`src/rtl/sprite_pkg.sv`:
```
// sprite_pkg
// Shared types and constants for the multi-object square sprite block:
// the direction encoding carried on objDir, the per-object blink state
// and the colour value that means "nothing drawn here".
package sprite_pkg;

  typedef enum logic [1:0] {
    DIR_UP    = 2'd0,
    DIR_RIGHT = 2'd1,
    DIR_DOWN  = 2'd2,
    DIR_LEFT  = 2'd3
  } dir_e;

  typedef enum logic {
    ALIVE = 1'b0,
    BLINK = 1'b1
  } blink_state_e;

  localparam logic [7:0] TRANSPARENT_ENCODING = 8'hFF;

endpackage

```
`src/rtl/sprite_channel_ctrl.sv`:
```
// sprite_channel_ctrl
// Per-object animation and hit-blink control.
//   clk, resetN   : pixel clock, asynchronous active-low reset
//   startOfFrame  : one-cycle pulse per video frame
//   enable        : object enabled (gates animation only)
//   moving        : object moving (gates animation)
//   hitPulse      : one-cycle hit event, starts/restarts a blink
//   frame         : current animation frame
//   visible       : object currently shown (low during blink off-phases)
//
// state | meaning
// ALIVE | object shown steadily, waiting for a hit
// BLINK | blinkCnt counts frames down, visibility toggles every BLINK_HALF
module sprite_channel_ctrl
  import sprite_pkg::*;
#(
  parameter int NUM_FRAMES   = 2,
  parameter int FRAME_DIV    = 8,
  parameter int BLINK_FRAMES = 32,
  parameter int BLINK_HALF   = 4,
  localparam int FW = (NUM_FRAMES > 1) ? $clog2(NUM_FRAMES) : 1
) (
  input  logic          clk,
  input  logic          resetN,
  input  logic          startOfFrame,
  input  logic          enable,
  input  logic          moving,
  input  logic          hitPulse,
  output logic [FW-1:0] frame,
  output logic          visible
);

  localparam int DW = (FRAME_DIV > 1) ? $clog2(FRAME_DIV) : 1;
  localparam int BW = $clog2(BLINK_FRAMES + 1);
  localparam int HB = $clog2(BLINK_HALF);

  logic [DW-1:0] div_cnt;
  blink_state_e  state, state_nxt;
  logic [BW-1:0] blink_cnt, blink_cnt_nxt;

  always_ff @(posedge clk or negedge resetN) begin
    if (!resetN) begin
      div_cnt <= '0;
      frame   <= '0;
    end else if (startOfFrame && moving && enable) begin
      if (div_cnt == DW'(FRAME_DIV - 1)) begin
        div_cnt <= '0;
        frame   <= (frame == FW'(NUM_FRAMES - 1)) ? '0 : frame + FW'(1);
      end else begin
        div_cnt <= div_cnt + DW'(1);
      end
    end
  end

  always_ff @(posedge clk or negedge resetN) begin
    if (!resetN) begin
      state     <= ALIVE;
      blink_cnt <= '0;
    end else begin
      state     <= state_nxt;
      blink_cnt <= blink_cnt_nxt;
    end
  end

  // A hit always takes priority over the frame decrement, so a hit landing
  // on a startOfFrame restarts the full blink rather than losing a frame.
  always_comb begin
    state_nxt     = state;
    blink_cnt_nxt = blink_cnt;
    case (state)
      ALIVE: begin
        if (hitPulse) begin
          state_nxt     = BLINK;
          blink_cnt_nxt = BW'(BLINK_FRAMES);
        end
      end
      BLINK: begin
        if (hitPulse) begin
          blink_cnt_nxt = BW'(BLINK_FRAMES);
        end else if (blink_cnt == '0) begin
          state_nxt = ALIVE;
        end else if (startOfFrame) begin
          blink_cnt_nxt = blink_cnt - BW'(1);
          if (blink_cnt == BW'(1)) state_nxt = ALIVE;
        end
      end
      default: state_nxt = ALIVE;
    endcase
  end

  assign visible = (state == ALIVE) | ~blink_cnt[HB];

endmodule

```
`src/rtl/multi_sprite_square_object.sv`:
```
// multi_sprite_square_object
// Draws up to NUM_OBJ square, rotatable, animated objects. For the current
// pixel it finds the lowest-index object covering it and reports that
// object's rotated bitmap offset, index and animation frame, one cycle later.
//   clk, resetN              : pixel clock, asynchronous active-low reset
//   pixelX, pixelY           : current VGA pixel
//   startOfFrame             : one-cycle pulse per video frame
//   topLeftX, topLeftY       : per-object position
//   objDir                   : per-object direction (up/right/down/left)
//   objEnable, objMoving     : per-object enable and moving flags
//   hitPulse                 : per-object one-cycle hit event
//   offsetX, offsetY         : rotated bitmap offset of the winner
//   objIndex, animFrame      : winner's index and animation frame
//   drawingRequest, RGBout   : draw flag and colour
module multi_sprite_square_object
  import sprite_pkg::*;
#(
  parameter int         NUM_OBJ      = 4,
  parameter int         OBJECT_SIZE  = 25,
  parameter int         NUM_FRAMES   = 2,
  parameter int         FRAME_DIV    = 8,
  parameter int         BLINK_FRAMES = 32,
  parameter int         BLINK_HALF   = 4,
  parameter logic [7:0] OBJECT_COLOR = 8'h5B,
  localparam int IW = (NUM_OBJ > 1) ? $clog2(NUM_OBJ) : 1,
  localparam int FW = (NUM_FRAMES > 1) ? $clog2(NUM_FRAMES) : 1
) (
  input  logic                          clk,
  input  logic                          resetN,
  input  logic [10:0]                   pixelX,
  input  logic [10:0]                   pixelY,
  input  logic                          startOfFrame,
  input  logic [NUM_OBJ-1:0][10:0]      topLeftX,
  input  logic [NUM_OBJ-1:0][10:0]      topLeftY,
  input  logic [NUM_OBJ-1:0][1:0]       objDir,
  input  logic [NUM_OBJ-1:0]            objEnable,
  input  logic [NUM_OBJ-1:0]            objMoving,
  input  logic [NUM_OBJ-1:0]            hitPulse,
  output logic [10:0]                   offsetX,
  output logic [10:0]                   offsetY,
  output logic [IW-1:0]                 objIndex,
  output logic [FW-1:0]                 animFrame,
  output logic                          drawingRequest,
  output logic [7:0]                    RGBout
);

  localparam logic [11:0] SIZE12 = 12'(OBJECT_SIZE);
  localparam logic [10:0] S_MAX  = 11'(OBJECT_SIZE - 1);

  logic [NUM_OBJ-1:0]         visible;
  logic [NUM_OBJ-1:0][FW-1:0] frame;
  logic [NUM_OBJ-1:0]         hit;

  for (genvar g = 0; g < NUM_OBJ; g++) begin : gen_ch
    logic [11:0] x_end, y_end;

    sprite_channel_ctrl #(
      .NUM_FRAMES  (NUM_FRAMES),
      .FRAME_DIV   (FRAME_DIV),
      .BLINK_FRAMES(BLINK_FRAMES),
      .BLINK_HALF  (BLINK_HALF)
    ) u_ch (
      .clk         (clk),
      .resetN      (resetN),
      .startOfFrame(startOfFrame),
      .enable      (objEnable[g]),
      .moving      (objMoving[g]),
      .hitPulse    (hitPulse[g]),
      .frame       (frame[g]),
      .visible     (visible[g])
    );

    // 12-bit end coordinates so an object near 2047 cannot wrap to 0.
    assign x_end  = {1'b0, topLeftX[g]} + SIZE12;
    assign y_end  = {1'b0, topLeftY[g]} + SIZE12;
    assign hit[g] = objEnable[g] & visible[g]
                  & (pixelX >= topLeftX[g]) & ({1'b0, pixelX} < x_end)
                  & (pixelY >= topLeftY[g]) & ({1'b0, pixelY} < y_end);
  end

  logic          found;
  logic [IW-1:0] win_idx;
  logic [FW-1:0] win_frame;
  logic [10:0]   dx, dy;
  dir_e          win_dir;
  logic [10:0]   off_x, off_y;

  always_comb begin
    found     = 1'b0;
    win_idx   = '0;
    win_frame = '0;
    dx        = '0;
    dy        = '0;
    win_dir   = DIR_RIGHT;
    for (int i = 0; i < NUM_OBJ; i++) begin
      if (!found && hit[i]) begin
        found     = 1'b1;
        win_idx   = IW'(i);
        win_frame = frame[i];
        dx        = pixelX - topLeftX[i];
        dy        = pixelY - topLeftY[i];
        win_dir   = dir_e'(objDir[i]);
      end
    end
  end

  always_comb begin
    off_x = '0;
    off_y = '0;
    if (found) begin
      case (win_dir)
        DIR_UP:    begin off_x = S_MAX - dy; off_y = dx;         end
        DIR_RIGHT: begin off_x = dx;         off_y = dy;         end
        DIR_DOWN:  begin off_x = dy;         off_y = S_MAX - dx; end
        DIR_LEFT:  begin off_x = S_MAX - dx; off_y = S_MAX - dy; end
        default:   begin off_x = dx;         off_y = dy;         end
      endcase
    end
  end

  always_ff @(posedge clk or negedge resetN) begin
    if (!resetN) begin
      offsetX        <= '0;
      offsetY        <= '0;
      objIndex       <= '0;
      animFrame      <= '0;
      drawingRequest <= 1'b0;
      RGBout         <= TRANSPARENT_ENCODING;
    end else begin
      offsetX        <= off_x;
      offsetY        <= off_y;
      objIndex       <= win_idx;
      animFrame      <= win_frame;
      drawingRequest <= found;
      RGBout         <= found ? OBJECT_COLOR : TRANSPARENT_ENCODING;
    end
  end

endmodule

```
`config.mk`:
```
export PLATFORM = sky130hd
export DESIGN_NAME = multi_sprite_square_object
export DESIGN_NICKNAME = d
export VERILOG_FILES = /design/src/rtl/sprite_pkg.sv /design/src/rtl/sprite_channel_ctrl.sv /design/src/rtl/multi_sprite_square_object.sv
export SDC_FILE = /design/constraint.sdc
export NUM_CORES = 1
export LEC_CHECK = 0
export CAP_MARGIN = 5
export CORE_ASPECT_RATIO = 1.25
export CORE_MARGIN = 2
export CORE_UTILIZATION = 45
export CTS_BUF_LIST = sky130_fd_sc_hd__clkbuf_4 sky130_fd_sc_hd__clkbuf_8
export CTS_CLUSTER_DIAMETER = 60
export DETAILED_ROUTE_END_ITERATION = 12
export GPL_TIMING_DRIVEN = 0
export PLACE_DENSITY_LB_ADDON = 0.2
export SLEW_MARGIN = 20
export SYNTH_ARGS = -nofsm -noshare
export SYNTH_HDL_FRONTEND = slang
export SYNTH_HIERARCHICAL = 1
export SYNTH_SLANG_ARGS = --single-unit
```
`constraint.sdc`:
```
create_clock -name clk -period 10.2 [get_ports clk]
set_input_delay 2.04 -clock clk [delete_from_list [all_inputs] [get_ports clk]]
set_output_delay 2.04 -clock clk [all_outputs]
set_load 0.01 [all_outputs]
```
## After elaboration in Yosys (flattened, before gate mapping)

Index checks and enable logic that the tools add are counted.
W data, S select, Z words.

- Register bits: 78
- Bits of input ports: 133
- Output and inout port bits: 34
- Word-level logic and storage cells: 230

- Add/sub/neg operators: 30
- Order comparisons: 16
- Eq/ne operators: 23
- Muxes and demuxes: 80
- Bitwise gates (word level): 32
- Reductions and logical operators: 27

Operator list:

| operator | number |
|---|---|
| $mux W11 | 10 |
| $add A11 B5 Y12 const B | 8 |
| $lt A11 B12 Y1 | 8 |
| $mux W6 | 16 |
| $ge A11 B11 Y1 | 8 |
| $pmux W11 S4 | 2 |
| $sub A11 B11 Y11 | 8 |
| $pmux W6 S2 | 4 |
| $mux W1 | 33 |
| $eq A6 B1 Y1 const B | 4 |
| $logic_not A6 Y1 | 4 |
| $ne A3 B3 Y1 const B | 8 |
| $sub A6 B1 Y6 const B | 4 |
| $sub A5 B11 Y11 const A | 2 |
| $and A1 B1 Y1 | 20 |
| $add A3 B1 Y3 const B | 4 |
| $eq A3 B3 Y1 const B | 4 |
| $mux W2 | 6 |
| $mux W3 | 4 |
| $reduce_and A3 Y1 | 4 |
| $logic_and A1 B1 Y1 | 11 |
| $mux W8 | 1 |
| $ne A2 B2 Y1 const B | 4 |
| $not A1 Y1 | 8 |
| 8 further kinds | 23 |

## Depth between registers and ports, before layout

- Depth after elaboration: 20
- Mapped depth: 25
- Mapped depth without buffers: 23

## Hierarchy

Netlist, hierarchy kept.

By module, submodules not included:

| module | times used | cells each | area each (sq um) | seq. area each (sq um) |
|---|---|---|---|---|
| multi_sprite_square_object | 1 | 1323 | 9780.6 | 676.9 |
| sprite_channel_ctrl at gen_ch[0].u_ch ... | 3 | 66 | 658.1 | 275.3 |
| sprite_channel_ctrl at gen_ch[3].u_ch | 1 | 64 | 619.3 | 275.3 |

## Least setup slack after synthesis

No wires, ideal clock.

- Path type: input to register
- Start: in topLeftY[22] (netlist name)
- End: reg offsetY[10]
- Setup time: 0.111 ns
- Data arrival time: 6.764 ns
- Data required time: 10.089 ns
- Path slack: 3.325 ns
- Cell stages on the path: 25
- Path buffers: 3
- Path through: ha_1 a21oi_1 and2_1 nor2_1 nand3_1 xnor2_1 ha_1 a21oi_1 nand2_1 a2111oi_0 a21oi_1 nor4_4 nand4b_4 nor2_4 buf_2 buf_2 buf_1 a2bb2oi_1 ha_1 inv_1 a211oi_1 nor3_2 nor3_1 mux2_2 a2111oi_2

- Longest elaborated chain between the ends: 11
- Elaborated cells between the ends (all ways): 25
- Classes of those cells: add/sub (4); order compare (2); eq/ne (3); mux (10); bitwise (2); reduce/logical (4)

Ends and longest elaborated chain:

| what | RTL line | text |
|---|---|---|
| start: declaration | multi_sprite_square_object.sv:34 | `input logic [NUM_OBJ-1:0][10:0] topLeftY,` |
| $add A11 B5 Y12 or $ge A11 B11 Y1 (tied branches) | multi_sprite_square_object.sv:75, multi_sprite_square_object.sv:78 |  |
| $lt A11 B12 Y1 or $and A1 B1 Y1 (tied branches) | multi_sprite_square_object.sv:78 | `& (pixelY >= topLeftY[g]) & ({1'b0, pixelY} < y_end);` |
| $and A1 B1 Y1 | multi_sprite_square_object.sv:78 |  |
| $logic_and A1 B1 Y1 | multi_sprite_square_object.sv:96 | `if (!found && hit[i]) begin` |
| $mux W1 | multi_sprite_square_object.sv:96 |  |
| $logic_not A1 Y1 | multi_sprite_square_object.sv:96 |  |
| $logic_and A1 B1 Y1 | multi_sprite_square_object.sv:96 |  |
| $mux W11 or $mux W2 (tied branches) | multi_sprite_square_object.sv:96 |  |
| $sub A5 B11 Y11, or another cell as far along | multi_sprite_square_object.sv:115 | `DIR_LEFT: begin off_x = S_MAX - dx; off_y = S_MAX - dy; end` |
| $pmux W11 S4 | multi_sprite_square_object.sv:111 | `case (win_dir)` |
| $mux W11 (*) | multi_sprite_square_object.sv:110 | `if (found) begin` |
| net off_y[10] | multi_sprite_square_object.sv:86 | `logic [10:0] off_x, off_y;` |
| end signal: assignment | multi_sprite_square_object.sv:131 | `offsetY <= off_y;` |
| end: declaration | multi_sprite_square_object.sv:40 | `output logic [10:0] offsetY,` |

The timed path passes the listed nets; every way through them passes the cells marked *.
A chain may end at the register's enable or synchronous reset.

## Worst setup path after layout

- Start: in topLeftY[23] (netlist name)
- End: reg offsetY[10]

The elaborated chain is that of the path after synthesis.

==> metrics.txt <==
largest net degree at the start of global routing 47; die area 28800 sq um; Hold Startpoint gen_ch[1].u_ch/frame$_DFFE_PN0P_; Wirelength per Cell 17.7 um; internal power 0.926 mW; CTS tree built; RSZ-0062 raised after global routing false; Avg Cell Area, Syn 7.81 sq um; Root Driver clkbuf_8; Slew Viols, Final 0; hpwl dp 31500 um; clock latency on the worst-skew pair 0.34 ns; CTS Buffer Depth 2; synth-to-layout area growth 18.4%; Die W 152 um; proportion of layout cells with a drive suffix above 1 0.0589; Setup CP Type primary input to flip-flop; path depth of the worst reg2reg path 18; Worst Setup End Kind flip-flop; DIE HEIGHT 189 um; fmax 119 MHz; fillers 2583; Req. time, crit path 10.43 ns; Post-Syn Instances 1585; vias in the first global route 12200; dpl cells 2096; total negative slack 0 ns; Rows 67; max_cap viols 0; Tmin final 8.38 ns; Synth Warn # 6; top cells by area, synth ha_1, dfrtp_1, xnor2_1; Seq pwr share 0.271; flops & latches, synth 71; Gate power share 0.596; clk_skew 0.0106 ns; leading area contributor after synthesis ha_1; starting DRC count in detailed routing 655; crit path max fanout 10; Hold Fails Final Rpt 0; Top Ports 167; register area share after synthesis 0.144; H-tree depth 3; Routed Antenna Nets 0; dominant synthesized flop cell dfrtp_1; Net Switching 0.726 mW; total grt overflow 0; fin nets 2109; P_leak 6.56 nW; drt total wl 37400 um; Hold Path Sink gen_ch[1].u_ch/frame$_DFFE_PN0P_; multi-input logic area 9880 sq um; routed vias 12400; Critical R2R Capture offsetY[10]$_DFF_PN0_; Core Region 26900 sq um; worst vdd ir 65.1 uV; cell with the most instances after synthesis ha_1; Clk pwr share 0.132; first-pass GRT wire length 60400 um; register area 1780 sq um; Synth top area share 0.208; routability cong. 0.957; diode count 0; Synth top cells by count ha_1, inv_1, a21oi_1; DRC errors left 0; antenna violations before repair 0; FF-to-FF Start gen_ch[2].u_ch/state$_DFF_PN0_; CP startpoint kind primary input; gr usage total 0.254; fraction of registers with async set/reset 1.00; dpl ws 1.56 ns; mapped cell area 12400 sq um; Sink Count 71; Tightest Pin Transition 0.789 ns; Min-Delay Path Class flip-flop to flip-flop; setup violators final 0; Via-to-Cell Ratio 5.87; R2R Setup Slk 5.28 ns; DRT Pass-1 Iters 5; final setup margin 1.82 ns; port bufs 161; CTS Buf Count 9; Crit path arrival time 8.61 ns; CTS Hold Bufs 0; Max-slew headroom 0.474; period utilisation layout 0.822; power consumption 1.65 mW; status finished, final reports clean; postcts setup bufs 0; Post-synth EDFFs 0; WHS Path Cells 1; switching share of total power 0.439; final std cells w/o fill 2112; Pwr per Cell Area 113 nW/um^2; Synth cell types 95; starting density of the core 0.460; # resized after CTS 0; Clock transition at path regs 0.08 ns; final hold slack 0.489 ns
==> cells by family after synthesis <==
kind of cell,Yosys count,synth area share
other,1,0.000303
adder cells (fa/ha/maj),214,0.221
AO/OA/AOI/OAI,425,0.231
AND/OR/NAND/NOR,535,0.230
XOR/XNOR,136,0.0963
buffers and inverters,182,0.0592
flip-flops,71,0.144
multiplexers,21,0.0178
==> worst max path at each step <==
| stage | from | to | depth (start not counted) |
|---|---|---|---|
| 2_1_floorplan | topLeftY[22] | offsetY[10]$_DFF_PN0_ | 25 |
| 3_3_place_gp | topLeftY[23] | offsetY[10]$_DFF_PN0_ | 26 |
| 3_5_place_dp | topLeftY[23] | offsetY[10]$_DFF_PN0_ | 26 |
| 4_1_cts | topLeftY[23] | offsetY[10]$_DFF_PN0_ | 26 |
| 5_1_grt | topLeftY[23] | offsetY[10]$_DFF_PN0_ | 26 |
| 6_report | topLeftY[23] | offsetY[10]$_DFF_PN0_ | 26 |
==> flip-flops by register name (all words and copies together) (netlist names) <==
signal / count
objIndex: 2
drawingRequest: 1
animFrame: 1
gen_ch.u_ch/div_cnt: 12
offsetX: 11
gen_ch.u_ch/frame: 4
gen_ch.u_ch/blink_cnt: 24
RGBout: 1
offsetY: 11
gen_ch.u_ch/state: 4
==> layout by cell type (no fill, tap or decap), drive strengths merged, types with 12 or more instances in the layout <==
cell and count:
a31oi 22, a21oi 138, nor2b 22, inv 147
nor3 55, a221oi 12, and3 21, nor4 20
xnor2 116, mux2i 13, clkdlybuf4s50 159, a211oi 15
xor2 20, clkbuf 22, nand2 116, dfrtp 70
o211ai 20, nand3 67, buf 25, o21a 16
a21o 39, o21ai 66, nor2 106, ha 206
nand2b 22, nand4 31
==> per-stage QoR <==
| stage | cell area [sq um] | util |
|---|---|---|
| after detailed placement | 14500 | 0.537 |
| final | 14700 | 0.544 |
| after global routing | 14700 | 0.544 |
| after CTS | 14700 | 0.545 |
| after floorplan | 12400 | - |
| after global placement | 14400 | 0.536 |
==> power groups by stage <==
stage	logic, mW	clock network (mW)	registers [mW]
2_1_floorplan	0.667	0	0.440
3_3_place_gp	0.951	0	0.450
3_5_place_dp	0.980	0	0.452
4_1_cts	0.984	0.228	0.448
5_1_grt	1.09	0.241	0.461
6_report	0.985	0.219	0.448
==> critical path: stages <==
cell and delay [ns]:
clkdlybuf4s50_1 0.57, ha_1 0.23, a21oi_1 0.09, and2_1 0.18
nor2_1 0.23, nand3_1 0.14, xnor2_1 0.14, ha_1 0.31
a21oi_1 0.18, nand2_1 0.07, a2111oi_0 0.45, a21oi_1 0.29
nor4_4 0.58, nand4b_4 0.32, nor2_4 0.09, buf_2 0.23
buf_2 0.22, buf_1 0.26, a2bb2oi_1 0.29, ha_1 0.19
inv_1 0.05, a211oi_1 0.38, nor3_2 0.13, nor3_1 0.22
mux2_2 0.38, a2111oi_2 0.36
==> cell type report <==
class                           instances  area share
Multi-Input combinational cell       1336       0.674
Sequential cell                        71       0.121
Timing Repair Buffer                  162       0.111
Inverter                              147      0.0377
Tap cell                              345      0.0295
Buffer                                 35      0.0123
Clock buffer                            9     0.00846
Clock inverter                          7     0.00504
==> layer usage <==
layer | share of wire | track usage
met3 | 0.045 | 0.0270
met1 | 0.42 | 0.301
met4 | 0.031 | 0.0877
met5 | 0 | 0
met2 | 0.50 | 0.473
Note: power is estimated with default switching activity, not from simulation.
